### src/rtl/tdes_round_controller.sv
// Triple-DES round sequencer: accepts one block, steps the round datapath
// through three 16-round DES passes (E-D-E or D-E-D), then hands the result
// off with a valid/ready handshake.
module tdes_round_controller #(
  parameter int NUM_ROUNDS = 16,
  parameter int NUM_PASSES = 3,
  localparam int RW = $clog2(NUM_ROUNDS)
) (
  input  logic          clk,
  input  logic          n_rst,
  input  logic          in_valid,
  output logic          in_ready,
  input  logic          mode,
  input  logic          abort,
  output logic          load_block,
  output logic          round_en,
  output logic          pass_end,
  output logic [1:0]    key_sel,
  output logic [RW-1:0] subkey_idx,
  output logic [RW-1:0] round_idx,
  output logic [1:0]    pass_idx,
  output logic          out_valid,
  input  logic          out_ready,
  output logic          busy,
  output logic          done
);

  typedef enum logic [2:0] {IDLE, LOAD, ROUND, PEND, OUTV} state_t;

  state_t        state, state_n;
  logic [RW-1:0] round_cnt, round_n;
  logic [1:0]    pass_cnt, pass_n;
  logic          mode_q, mode_n;
  logic [1:0]    key_sel_q;
  logic [RW-1:0] subkey_q;

  // Encrypt walks K1,K2,K3; decrypt walks K3,K2,K1.
  function automatic logic [1:0] key_of(input logic m, input logic [1:0] pass);
    key_of = m ? (2'd2 - pass) : pass;
  endfunction

  // Middle pass runs opposite to the outer passes; a reverse pass reads
  // the subkey schedule back to front.
  function automatic logic [RW-1:0] subkey_of(input logic m, input logic [1:0] pass,
                                              input logic [RW-1:0] rnd);
    logic fwd;
    fwd = (pass == 2'd1) ? m : !m;
    subkey_of = fwd ? rnd : (RW'(NUM_ROUNDS - 1) - rnd);
  endfunction

  // Next-state and counter update; abort from any busy state wins over all.
  always_comb begin
    state_n = state;
    round_n = round_cnt;
    pass_n  = pass_cnt;
    mode_n  = mode_q;
    case (state)
      IDLE: begin
        if (in_valid && !abort) begin
          mode_n  = mode;
          pass_n  = '0;
          round_n = '0;
          state_n = LOAD;
        end
      end
      LOAD: begin
        round_n = '0;
        state_n = ROUND;
      end
      ROUND: begin
        if (round_cnt == RW'(NUM_ROUNDS - 1)) begin
          round_n = '0;
          state_n = PEND;
        end else begin
          round_n = round_cnt + 1'b1;
        end
      end
      PEND: begin
        if (pass_cnt == 2'(NUM_PASSES - 1)) begin
          state_n = OUTV;
        end else begin
          pass_n  = pass_cnt + 1'b1;
          state_n = LOAD;
        end
      end
      OUTV: begin
        if (out_ready) begin
          pass_n  = '0;
          state_n = IDLE;
        end
      end
      default: state_n = IDLE;
    endcase
    if (abort && (state != IDLE)) begin
      state_n = IDLE;
      round_n = '0;
      pass_n  = '0;
    end
  end

  // State, counters and the held key/subkey selection for the coming round.
  always_ff @(posedge clk) begin
    if (n_rst) begin
      state     <= IDLE;
      round_cnt <= '0;
      pass_cnt  <= '0;
      mode_q    <= 1'b0;
      key_sel_q <= '0;
      subkey_q  <= '0;
    end else begin
      state     <= state_n;
      round_cnt <= round_n;
      pass_cnt  <= pass_n;
      mode_q    <= mode_n;
      if (state_n == ROUND) begin
        key_sel_q <= key_of(mode_n, pass_n);
        subkey_q  <= subkey_of(mode_n, pass_n, round_n);
      end
    end
  end

  // Output decode from registered state and counters.
  always_comb begin
    in_ready   = (state == IDLE);
    load_block = (state == LOAD);
    round_en   = (state == ROUND);
    pass_end   = (state == PEND);
    out_valid  = (state == OUTV);
    busy       = (state != IDLE);
    done       = (state == OUTV) && out_ready && !abort && !n_rst;
    key_sel    = key_sel_q;
    subkey_idx = subkey_q;
    round_idx  = round_cnt;
    pass_idx   = pass_cnt;
  end

endmodule

### config.mk
export PLATFORM = sky130hd
export DESIGN_NAME = tdes_round_controller
export DESIGN_NICKNAME = d
export VERILOG_FILES = /design/src/rtl/tdes_round_controller.sv
export SDC_FILE = /design/constraint.sdc
export NUM_CORES = 1
export LEC_CHECK = 0
export BUFFER_PORTS_ARGS = -buffer_cell sky130_fd_sc_hd__buf_4
export CAP_MARGIN = 25
export CORE_UTILIZATION = 53
export CTS_CLUSTER_SIZE = 14
export DETAILED_ROUTE_END_ITERATION = 7
export MAX_ROUTING_LAYER = met4
export PLACE_DENSITY = 0.9
export SYNTH_ARGS = -nofsm -noshare
export SYNTH_HDL_FRONTEND = slang
export SYNTH_SLANG_ARGS = --single-unit
### constraint.sdc
create_clock -name clk -period 5.4 [get_ports clk]
set_input_delay 1.08 -clock clk [delete_from_list [all_inputs] [get_ports clk]]
set_output_delay 1.08 -clock clk [all_outputs]
set_load 0.005 [all_outputs]
==> results of run 1 <==
-- cells in the final DEF, fill, tap and decap left out, types with 3 or more instances in the layout --
cell,netlist,routed
buf_4,0,25
a211oi_1,4,4
nor3_1,5,5
o21ai_0,3,3
clkbuf_4,0,3
nor2_1,16,16
nor2b_1,4,4
inv_1,9,9
nand2_1,7,7
a21oi_1,6,6
dfxtp_1,16,16
ha_1,4,4
-- metal layers --
metal,share of wire,global-route usage,wire length [um],vias up
li1,-,-,-,470
met5,0,-,0,-
met1,0.44,0.2963,923,428
met3,0.055,0.02400,117,2
met4,0.015,0.09091,31,0
met2,0.49,0.3826,1043,35
-- synthesized netlist by cell type (2+ instances only) --
cell	n
a211oi_1	4
inv_1	9
buf_2	2
a21oi_1	6
nand2_1	7
xor2_1	2
dfxtp_1	16
nor2_1	16
nand2b_1	2
o21a_1	2
o31ai_1	2
o21ai_0	3
or3_1	2
nor2b_1	4
nor3_1	5
a311oi_2	2
clkbuf_1	4
nand3_1	2
nand4b_1	2
ha_1	4
-- power by group through the flow --
stage	sequential (uW)	combinational (uW)	clock, uW
after detailed placement	129	45.0	0
after global routing	127	50.2	67.5
after global placement	129	43.6	0
final	126	45.7	60.1
after CTS	126	45.3	63.0
after floorplan	127	31.0	0
-- worst reg2reg max path, delay by kind of cell, from the launching register on --
kind | cells | cell delay [ns]
AO/OA/AOI/OAI | 4 | 0.71
adder cells (fa/ha/maj) | 1 | 0.24
flip-flops | 1 | 0.41
AND/OR/NAND/NOR | 6 | 1.38
-- final timing paths --
kind              start            end  slack (ns)  cells past startpoint
max               abort  subkey_idx[1]        2.15                     12
min          key_sel[1]     key_sel[1]        0.51                      2
max reg2reg    state[0]  subkey_idx[1]        2.58                     11
min reg2reg  key_sel[1]     key_sel[1]        0.51                      2
-- cell type report --
class | instances | area [um2]
clock buffer | 3 | 22.52
sequential | 16 | 320.3
inverter | 10 | 42.54
fill | 146 | 541.8
timing repair buffer | 25 | 187.7
tap | 25 | 31.28
multi-input combinational | 87 | 599.3
-- stage by stage --
| stage | instances | power [uW] | area, um2 |
|---|---|---|---|
| floorplan | 120 | 158.2 | 992.2 |
| global placement | 162 | 172.1 | 1174 |
| detailed placement | 162 | 174.0 | 1174 |
| finish | 166 | 232.1 | 1204 |
| global route | 166 | 244.6 | 1204 |
| CTS | 165 | 234.5 | 1196 |
-- registers in the layout, indices dropped and copies added (netlist names) --
signal and cells:
key_sel 2, pass_idx 2, state 3, subkey_idx 4, mode_q 1, round_idx 4
-- cells by family after synthesis --
| logic type | count (synthesis) | share of synthesized area |
|---|---|---|
| compound gates | 27 | 0.2043 |
| xor+xnor | 2 | 0.01766 |
| fa+ha+maj | 5 | 0.06053 |
| buf+inv | 17 | 0.07944 |
| flops | 16 | 0.3228 |
| mux | 1 | 0.01009 |
| simple gates | 52 | 0.3052 |
==> impl_table.tex, run 1 <==
\begin{tabular}{lr}
\hline
Metric & Value \\
\hline
\multicolumn{2}{l}{\textbf{Die}} \\
Die Span X & 45.27 um \\
Number of core rows & 15 \\
Number of top-level pins & 25 \\
Die outline area & 2049 um2 \\
Core Box Area & 1745 um2 \\
Initial standard-cell utilization of the core & 0.5685 \\
Die Height & 45.27 um \\
\multicolumn{2}{l}{\textbf{Worst setup path}} \\
Cell-by-cell trace of the critical path & buf\_4 -> or4b\_1 -> a21oi\_1 -> nor3\_1 -> a21oi\_1 -> nor2\_1 -> ha\_1 -> nand2b\_1 -> a22oi\_2 -> nand3b\_4 -> or3\_1 -> a311oi\_2 \\
Setup Crit Path Kind & in -> reg \\
Largest delay share family, worst path & simple AND/OR/NAND/NOR gates \\
Critical path fanouts, max & 7 \\
Critical path capture point type & flop \\
Required time of the worst setup path & 5.60 ns \\
Worst stage delay on the critical path & 0.49 ns \\
Data arrival at the endpoint of the critical path & 3.45 ns \\
CP bufs+invs & 1 \\
Startpoint Class & input pin \\
CP max-delay cell & or4b\_1 \\
Crit path top cell by count & a21oi\_1 \\
\multicolumn{2}{l}{\textbf{Status}} \\
Outcome & finished clean \\
\multicolumn{2}{l}{\textbf{STA}} \\
Clk\_skew & 0.005584 ns \\
Minimum clock period after layout & 3.254 ns \\
Total setup violations reported at the end of the flow & 0 \\
Portion of the clock cycle consumed by the worst path in the final layout & 0.6026 \\
Worst setup margin & 2.146 ns \\
Worst Tran Pin Value & 0.6987 ns \\
Final-report hold violation count & 0 \\
Peak Freq & 0.3073 GHz \\
Total negative setup slack & 0 ns \\
Post-Route Hold Slack & 0.5050 ns \\
Max-slew headroom & 0.5304 \\
Final-report max-slew violation count & 0 \\
Setup repair after global routing missed its margin & no \\
\multicolumn{2}{l}{\textbf{Drt}} \\
First-pass detailed-route iteration total & 4 \\
Starting DRC count in detailed routing & 34 \\
Vias after detailed routing & 935 \\
Post-Route WL & 2.116 mm \\
Routed via count divided by cell count & 5.633 \\
Routed len/inst & 12.75 um \\
Number of nets with antenna violations after routing & 0 \\
Post-route DRC & 0 \\
\multicolumn{2}{l}{\textbf{GRT}} \\
Antenna violations before repair & 0 \\
Total GRT Usage & 0.2343 \\
Vias in the first global route & 789 \\
Global-route wire length before repair & 3.381 mm \\
Maximum number of pins on one net before global-route repair & 17 \\
Aggregate global routing overflow & 0 \\
\multicolumn{2}{l}{\textbf{Clocking}} \\
Buffer levels on the longest clock path & 2 \\
Source-to-sink clock delay at the later pin of the worst-skew pair & 0.29 ns \\
Clock slew at the register clock pins of the worst setup and hold paths & 0.08 ns \\
CTS tree & yes \\
Hold-fix buffers at CTS & 0 \\
Number of buffers inserted during clock tree synthesis & 3 \\
Total of cells resized after clock tree synthesis & 0 \\
H-tree lvl count & 1 \\
Clock root cell & clkbuf\_4 \\
Setup Buffers After CTS & 0 \\
Clock Sink Count & 16 \\
\multicolumn{2}{l}{\textbf{Pwr}} \\
P\_sw & 62.35 uW \\
Part of the power in combinational logic & 0.197 \\
Cell internal power dissipation & 169.8 uW \\
Total power divided by cell area & 192.8 nW/um2 \\
Sequential fraction of design power & 0.544 \\
Proportion of power drawn by the clock network & 0.259 \\
Reported leakage power & 0.0005198 uW \\
Highest ir drop seen on vdd & 0.0002069 V \\
Switching share of power & 0.2686 \\
\multicolumn{2}{l}{\textbf{Placement}} \\
Weighted congestion at the end of routability-driven global placement & 0.8376 \\
Half-perimeter wire length after placement & 1.627 mm \\
Setup slack after placement & 1.869 ns \\
I/O Buffers & 24 \\
\multicolumn{2}{l}{\textbf{Synth}} \\
Fraction of registers with async set or reset after synthesis & 0 \\
Dominant register cell in the synthesized netlist & dfxtp\_1 \\
Combined area of all synthesized cells & 992.2 um2 \\
Post-Syn Nets & 130 \\
Cell type with the highest aggregate area in the netlist & dfxtp\_1 \\
Synth unique cells & 44 \\
Number of standard cells after synthesis & 120 \\
Number of enable flip-flop cells after synthesis & 0 \\
Count of warnings emitted by yosys & 0 \\
Post-synth top area share & 0.3228 \\
Synth Area per Inst & 8.268 um2 \\
Synth area leaders & dfxtp\_1 32\%, nor2\_1 6.1\%, ha\_1 5.0\% \\
Seq/Total Area, Yosys & 0.3228 \\
Number of flip-flops and latches in the synthesized netlist & 16 \\
\multicolumn{2}{l}{\textbf{Finish}} \\
Syn-to-layout area delta & 21.31\% \\
Post-layout util & 0.6896 \\
Number of diodes & 0 \\
Fraction of layout cells with a size suffix above 1 & 0.2553 \\
Post-layout net count & 153 \\
\multicolumn{2}{l}{\textbf{Min path}} \\
Class of the tightest hold or removal check & reg -> reg \\
\multicolumn{2}{l}{\textbf{Run}} \\
Total of max-cap violations & 0 \\
\hline
\end{tabular}
Note: power is estimated with default switching activity, not from simulation.
==> inputs of run 2 (changes only) <==
--- a/config.mk
+++ b/config.mk
@@ -7,11 +7,11 @@
 export LEC_CHECK = 0
 export BUFFER_PORTS_ARGS = -buffer_cell sky130_fd_sc_hd__buf_4
 export CAP_MARGIN = 25
-export CORE_UTILIZATION = 53
+export CORE_UTILIZATION = 46
 export CTS_CLUSTER_SIZE = 14
 export DETAILED_ROUTE_END_ITERATION = 7
 export MAX_ROUTING_LAYER = met4
-export PLACE_DENSITY = 0.9
+export PLACE_DENSITY = 0.83
 export SYNTH_ARGS = -nofsm -noshare
 export SYNTH_HDL_FRONTEND = slang
 export SYNTH_SLANG_ARGS = --single-unit
==> constraint.sdc (replaced) <==
create_clock -name clk -period 2.7 [get_ports clk]
set_input_delay 0.54 -clock clk [delete_from_list [all_inputs] [get_ports clk]]
set_output_delay 0.54 -clock clk [all_outputs]
set_load 0.005 [all_outputs]
==> run 2 against run 1 <==
Effect of this change:
- worst setup slack got worse by 1.9 ns
- final area up 8.4%
- non-clock buffer count increased by 9
- hold slack better by 0.0051 ns
- total power rose by 120%
- flip-flop and latch count is the same
- sequential share of layout area shrank 2.1 points
==> impl_table.tex, run 2 (synthesized netlist as in run 1, its figures left out) <==
\begin{tabular}{lr}
\hline
Metric & Value \\
\hline
\multicolumn{2}{l}{\textbf{Status}} \\
Outcome & finished clean \\
\multicolumn{2}{l}{\textbf{Min path}} \\
Class of the tightest hold or removal check & reg -> reg \\
\multicolumn{2}{l}{\textbf{Finish}} \\
Most common library cell in the layout ignoring fill and taps & buf\_4 \\
Post-layout util & 0.6519 (-0.03773) \\
Fraction of layout cells with a size suffix above 1 & 0.3245 (+0.06918) \\
Post-layout net count & 162 (+5.9\%) \\
Number of filler instances in the final layout & 185 (+27\%) \\
Syn-to-layout area delta & 31.53\% \\
Final instance count without filler cells & 178 (+7.2\%) \\
Number of diodes & 0 (unchanged) \\
Commonest cells after routing, fill and taps aside & 33 x buf\_4, 16 x nor2\_1, 16 x dfxtp\_1 \\
Multi-input gate area & 616.8 um2 (+2.9\%) \\
Area taken by flip-flops and latches & 320.3 um2 (unchanged) \\
\multicolumn{2}{l}{\textbf{Worst setup path}} \\
Largest delay share family, worst path & simple AND/OR/NAND/NOR gates \\
CP bufs+invs & 0 (-1) \\
Critical path fanouts, max & 5 (-2) \\
Cell-by-cell trace of the critical path & or4b\_4 -> a21oi\_4 -> nor3\_1 -> a21oi\_1 -> nor2\_1 -> ha\_2 -> nand2b\_1 -> a22oi\_2 -> nand3b\_4 -> or3\_1 -> a311oi\_2 \\
Startpoint Class & flop \\
Worst stage delay on the critical path & 0.56 ns (+0.07 ns) \\
Required time of the worst setup path & 2.91 ns (-2.69 ns) \\
Setup Crit Path Kind & reg -> reg \\
Data arrival at the endpoint of the critical path & 2.70 ns (-0.75 ns) \\
CP max-delay cell & or4b\_4 \\
Critical path capture point type & flop \\
\multicolumn{2}{l}{\textbf{Placement}} \\
I/O Buffers & 24 (unchanged) \\
Weighted congestion at the end of routability-driven global placement & 0.8522 (+1.7\%) \\
Half-perimeter wire length after placement & 1.686 mm (+3.6\%) \\
Number of placed cells counting well taps & 172 (+6.2\%) \\
\multicolumn{2}{l}{\textbf{Die}} \\
Die Height & 48.45 um (+7.0\%) \\
Initial standard-cell utilization of the core & 0.4956 (-0.07283) \\
Number of top-level pins & 25 (unchanged) \\
Die Span X & 48.45 um (+7.0\%) \\
Die outline area & 2347 um2 (+15\%) \\
Number of core rows & 16 (+1) \\
Core Box Area & 2002 um2 (+15\%) \\
\multicolumn{2}{l}{\textbf{Pwr}} \\
Total power divided by cell area & 393.9 nW/um2 (+100\%) \\
Reported leakage power & 0.0005717 uW (+10\%) \\
Highest ir drop seen on vdd & 0.0003827 V (+85\%) \\
\multicolumn{2}{l}{\textbf{Drt}} \\
First-pass detailed-route iteration total & 4 (unchanged) \\
Post-Route WL & 2.305 mm (+8.9\%) \\
Starting DRC count in detailed routing & 22 (-35\%) \\
Routed via count divided by cell count & 5.388 (-4.3\%) \\
Number of nets with antenna violations after routing & 0 (unchanged) \\
Vias after detailed routing & 959 (+2.6\%) \\
Routed len/inst & 12.95 um (+1.6\%) \\
Post-route DRC & 0 (unchanged) \\
\multicolumn{2}{l}{\textbf{Clocking}} \\
Clock slew at the register clock pins of the worst setup and hold paths & 0.09 ns (about the same) \\
Clock root cell & clkbuf\_4 \\
Hold-fix buffers at CTS & 0 (unchanged) \\
H-tree lvl count & 1 (unchanged) \\
Source-to-sink clock delay at the later pin of the worst-skew pair & 0.29 ns (about the same) \\
CTS tree & yes \\
Clock Sink Count & 16 (unchanged) \\
Buffer levels on the longest clock path & 2 (unchanged) \\
Number of buffers inserted during clock tree synthesis & 3 (unchanged) \\
\multicolumn{2}{l}{\textbf{STA}} \\
Max-slew headroom & 0.6815 (+0.1511) \\
Setup repair after global routing missed its margin & no \\
Total negative setup slack & 0 ns (unchanged) \\
Final-report hold violation count & 0 (unchanged) \\
Clk\_skew & 0.004654 ns (-0.0009305 ns) \\
Final-report max-slew violation count & 0 (unchanged) \\
Portion of the clock cycle consumed by the worst path in the final layout & 0.9193 \\
Worst Tran Pin Value & 0.4737 ns (-0.2249 ns) \\
Total setup violations reported at the end of the flow & 0 (unchanged) \\
Peak Freq & 0.4029 GHz \\
Minimum clock period after layout & 2.482 ns \\
\multicolumn{2}{l}{\textbf{GRT}} \\
Global-route wire length before repair & 3.739 mm (+11\%) \\
Total GRT Usage & 0.2064 (-0.02791) \\
Vias in the first global route & 879 (+11\%) \\
Maximum number of pins on one net before global-route repair & 17 (unchanged) \\
Aggregate global routing overflow & 0 (unchanged) \\
Antenna violations before repair & 0 (unchanged) \\
\multicolumn{2}{l}{\textbf{Run}} \\
Total of max-cap violations & 0 (unchanged) \\
\hline
\end{tabular}
run 2: worst min-delay path: cells and delay by family, from the launching register on:
family | cells | cell delay [ns]
simple gates | 1 | 0.10
flops | 1 | 0.32
compound gates | 1 | 0.05
run 2: per-layer routing:
metal / vias to the layer above / GRT usage / wire (um)
li1: 490 / - / -
met1: 443 / 0.2505 / 1050
met2: 26 / 0.3427 / 1106
met3: 0 / 0.06604 / 147
met4: 0 / 0.02941 / 0
met5: - / - / 0
run 2: stage by stage:
step                total power (uW)  cell area, um2  setup WS (ns)  hold WS [ns]
finish                         514.1            1305         0.2179        0.5101
global route                   546.5            1305        0.03577        0.5322
CTS                            516.5            1272        0.09082        0.5124
detailed placement             355.5            1236        -0.1824        0.4945
global placement               351.5            1236        -0.1189        0.4896
floorplan                      316.5           992.2       0.008352        0.4939
run 2: final cells by class:
| class | count | share of cell area |
|---|---|---|
| tap | 27 | 0.02589 |
| multi-input combinational | 87 | 0.4727 |
| inverter | 10 | 0.03260 |
| clock buffer | 4 | 0.02780 |
| timing repair buffer | 34 | 0.1956 |
| sequential | 16 | 0.2454 |
run 2: repair_timing:
item | CTS | global route
buffers inserted | 0 | 1
gates resized for setup | 0 | 4
endpoints found under the hold margin | 0 | 0
endpoints found under the setup margin | 0 | 4
run 2: report_power, final:
part	internal, uW	leakage [uW]	switching, uW	total (uW)
Sequential	244	0.000130	5.45	250
Combinational	51.2	0.000421	54.0	105
Clock	82.2	0.0000210	77.1	159
Total	378	0.000572	137	514
run 2: path summary, 6_finish.rpt:
path / from / to / slack [ns] / depth (start not counted)
hold reg to reg: subkey_idx[2] / subkey_idx[2] / 0.51 / 2
hold / removal: subkey_idx[2] / subkey_idx[2] / 0.51 / 2
setup reg to reg: state[0] / subkey_idx[0] / 0.22 / 11
setup / recovery: state[0] / subkey_idx[0] / 0.22 / 11
==> inputs of run 3 (changes only) <==
--- a/config.mk
+++ b/config.mk
@@ -7,11 +7,12 @@
 export LEC_CHECK = 0
 export BUFFER_PORTS_ARGS = -buffer_cell sky130_fd_sc_hd__buf_4
 export CAP_MARGIN = 25
-export CORE_UTILIZATION = 46
+export CORE_UTILIZATION = 49
+export CTS_BUF_LIST = sky130_fd_sc_hd__clkbuf_2 sky130_fd_sc_hd__clkbuf_4 sky130_fd_sc_hd__clkbuf_8
 export CTS_CLUSTER_SIZE = 14
 export DETAILED_ROUTE_END_ITERATION = 7
 export MAX_ROUTING_LAYER = met4
-export PLACE_DENSITY = 0.83
+export PLACE_DENSITY = 0.87
 export SYNTH_ARGS = -nofsm -noshare
 export SYNTH_HDL_FRONTEND = slang
 export SYNTH_SLANG_ARGS = --single-unit
==> run 3 against run 2 <==
Effect of this change:
- routed wire length grew 4.5%
- clock skew rose by 0.0022 ns
- worst setup slack got worse by 0.14 ns
- utilization is 7.1 points higher
- highest routed layer is now met4
==> impl_table.tex, run 3 (synthesized netlist as in run 1, its figures left out) <==
\begin{tabular}{lr}
\hline
Metric & Value \\
\hline
\multicolumn{2}{l}{\textbf{Finish}} \\
Most common library cell in the layout ignoring fill and taps & buf\_4 \\
Commonest cells after routing, fill and taps aside & 33 x buf\_4, 16 x nor2\_1, 14 x dfxtp\_1 \\
Number of diodes & 0 (unchanged) \\
Fraction of layout cells with a size suffix above 1 & 0.3600 (+0.03550) \\
Post-layout util & 0.7230 (+0.07115) \\
Post-layout net count & 161 (-0.62\%) \\
Number of filler instances in the final layout & 132 (-29\%) \\
Syn-to-layout area delta & 32.66\% \\
\multicolumn{2}{l}{\textbf{GRT}} \\
Total GRT Usage & 0.2629 (+0.05647) \\
Maximum number of pins on one net before global-route repair & 17 (unchanged) \\
Vias in the first global route & 919 (+4.6\%) \\
Antenna violations before repair & 0 (unchanged) \\
Global-route wire length before repair & 3.891 mm (+4.1\%) \\
Aggregate global routing overflow & 0 (unchanged) \\
\multicolumn{2}{l}{\textbf{Die}} \\
Number of top-level pins & 25 (unchanged) \\
Die Height & 47 um (-3.0\%) \\
Core Box Area & 1821 um2 (-9.1\%) \\
Die Span X & 47 um (-3.0\%) \\
Number of core rows & 15 (-1) \\
Die outline area & 2209 um2 (-5.9\%) \\
Initial standard-cell utilization of the core & 0.5450 (+0.04939) \\
\multicolumn{2}{l}{\textbf{Drt}} \\
Routed via count divided by cell count & 5.617 (+4.3\%) \\
Number of nets with antenna violations after routing & 0 (unchanged) \\
Post-Route WL & 2.409 mm (+4.5\%) \\
Starting DRC count in detailed routing & 23 (+4.5\%) \\
Vias after detailed routing & 983 (+2.5\%) \\
Routed len/inst & 13.77 um (+6.3\%) \\
Post-route DRC & 0 (unchanged) \\
First-pass detailed-route iteration total & 4 (unchanged) \\
\multicolumn{2}{l}{\textbf{Min path}} \\
Class of the tightest hold or removal check & reg -> reg \\
\multicolumn{2}{l}{\textbf{Clocking}} \\
Hold-fix buffers at CTS & 0 (unchanged) \\
Clock Sink Count & 16 (unchanged) \\
Number of buffers inserted during clock tree synthesis & 3 (unchanged) \\
Source-to-sink clock delay at the later pin of the worst-skew pair & 0.30 ns (about the same) \\
CTS tree & yes \\
H-tree lvl count & 1 (unchanged) \\
Clock root cell & clkbuf\_4 \\
Buffer levels on the longest clock path & 2 (unchanged) \\
Clock slew at the register clock pins of the worst setup and hold paths & 0.10 ns (about the same) \\
\multicolumn{2}{l}{\textbf{STA}} \\
Minimum clock period after layout & 2.622 ns (+0.1401 ns) \\
Final-report max-slew violation count & 0 (unchanged) \\
Clk\_skew & 0.006877 ns (+0.002224 ns) \\
Final-report hold violation count & 0 (unchanged) \\
Worst setup margin & 0.07774 ns (-0.1401 ns) \\
Worst Tran Pin Value & 0.4738 ns (+0.00007772 ns) \\
Portion of the clock cycle consumed by the worst path in the final layout & 0.9712 (+0.05189) \\
Peak Freq & 0.3814 GHz (-5.3\%) \\
Max-slew headroom & 0.6814 (about the same) \\
Setup repair after global routing missed its margin & no \\
Total setup violations reported at the end of the flow & 0 (unchanged) \\
\multicolumn{2}{l}{\textbf{Placement}} \\
Setup slack after placement & -0.2691 ns (-0.08667 ns) \\
I/O Buffers & 24 (unchanged) \\
Half-perimeter wire length after placement & 1.829 mm (+8.5\%) \\
Weighted congestion at the end of routability-driven global placement & 0.8274 (-2.9\%) \\
\multicolumn{2}{l}{\textbf{Pwr}} \\
Highest ir drop seen on vdd & 0.0002511 V (-34\%) \\
Part of the power in combinational logic & 0.203 (-0.002) \\
Switching share of power & 0.2759 (+0.01025) \\
P\_sw & 144.0 uW (+5.5\%) \\
Cell internal power dissipation & 378.1 uW (+0.14\%) \\
Proportion of power drawn by the clock network & 0.318 (+0.008) \\
Sequential fraction of design power & 0.479 (-0.006) \\
Total power divided by cell area & 396.6 nW/um2 (+0.69\%) \\
Reported leakage power & 0.0005735 uW (+0.32\%) \\
\multicolumn{2}{l}{\textbf{Worst setup path}} \\
Startpoint Class & input pin \\
Required time of the worst setup path & 2.90 ns (about the same) \\
Setup Crit Path Kind & in -> reg \\
Data arrival at the endpoint of the critical path & 2.82 ns (+0.12 ns) \\
Critical path fanouts, max & 5 (unchanged) \\
Critical path capture point type & flop \\
\multicolumn{2}{l}{\textbf{Run}} \\
Total of max-cap violations & 0 (unchanged) \\
\multicolumn{2}{l}{\textbf{Status}} \\
Outcome & finished clean \\
\hline
\end{tabular}
==> run 3: through the flow <==
step           hold slack (ns)  area (um2)  power [uW]  cells  TNS (ns)
6_report                0.5068        1316       522.1    175         0
5_1_grt                 0.5258        1316       543.0    175         0
4_1_cts                 0.5060        1274       517.1    174         0
3_5_place_dp            0.4941        1234       356.5    170   -0.8560
3_3_place_gp            0.4896        1234       351.2    170   -0.3826
2_1_floorplan           0.4939       992.2       316.5    120         0
==> run 3: power by group through the flow <==
stage / Sequential [uW] / Clock (uW) / Combinational [uW]
floorplan: 254 / 0 / 62.0
global placement: 254 / 0 / 96.7
detailed placement: 255 / 0 / 101
CTS: 250 / 165 / 102
global route: 251 / 176 / 116
finish: 250 / 166 / 106
==> run 3: path summary, 6_finish.rpt <==
check,end,startpoint,cells past startpoint,slack (ns)
hold / removal,subkey_idx[3],subkey_idx[3],2,0.51
setup / recovery,subkey_idx[1],abort,12,0.08
hold reg to reg,subkey_idx[3],subkey_idx[3],2,0.51
setup reg to reg,subkey_idx[1],state[1],11,0.10
==> run 3: layout make-up <==
type / count / area, um2 / area share
clock buffers: 4 / 36.28 / 0.02757
inverters: 10 / 42.54 / 0.03232
multi-input cells: 87 / 635.6 / 0.4829
flip-flops and latches: 16 / 322.8 / 0.2452
well taps: 25 / 31.28 / 0.02376
repair buffers: 33 / 247.7 / 0.1882
==> run 3: timing repair <==
action | CTS | global route
pin swaps | 0 | 5
endpoints found under the setup margin | 1 | 4
setup buffers | 0 | 0
gates resized for setup | 1 | 9
==> run 3: routing by layer <==
metal / GRT usage / share of wire / vias up
li1: - / - / 487
met1: 0.2934 / 0.44 / 449
met2: 0.4361 / 0.48 / 36
met3: 0.03462 / 0.038 / 11
met4: 0.1714 / 0.036 / 0
met5: - / 0 / -
==> run 3: critical path: stages <==
cell      delay [ns]
buf_4           0.11
or4b_4          0.55
a21oi_4         0.17
nor3_2          0.06
a21oi_2         0.13
nor2_1          0.07
ha_2            0.20
nand2b_1        0.09
a22oi_2         0.06
nand3b_4        0.17
or3_4           0.38
a311oi_2        0.29
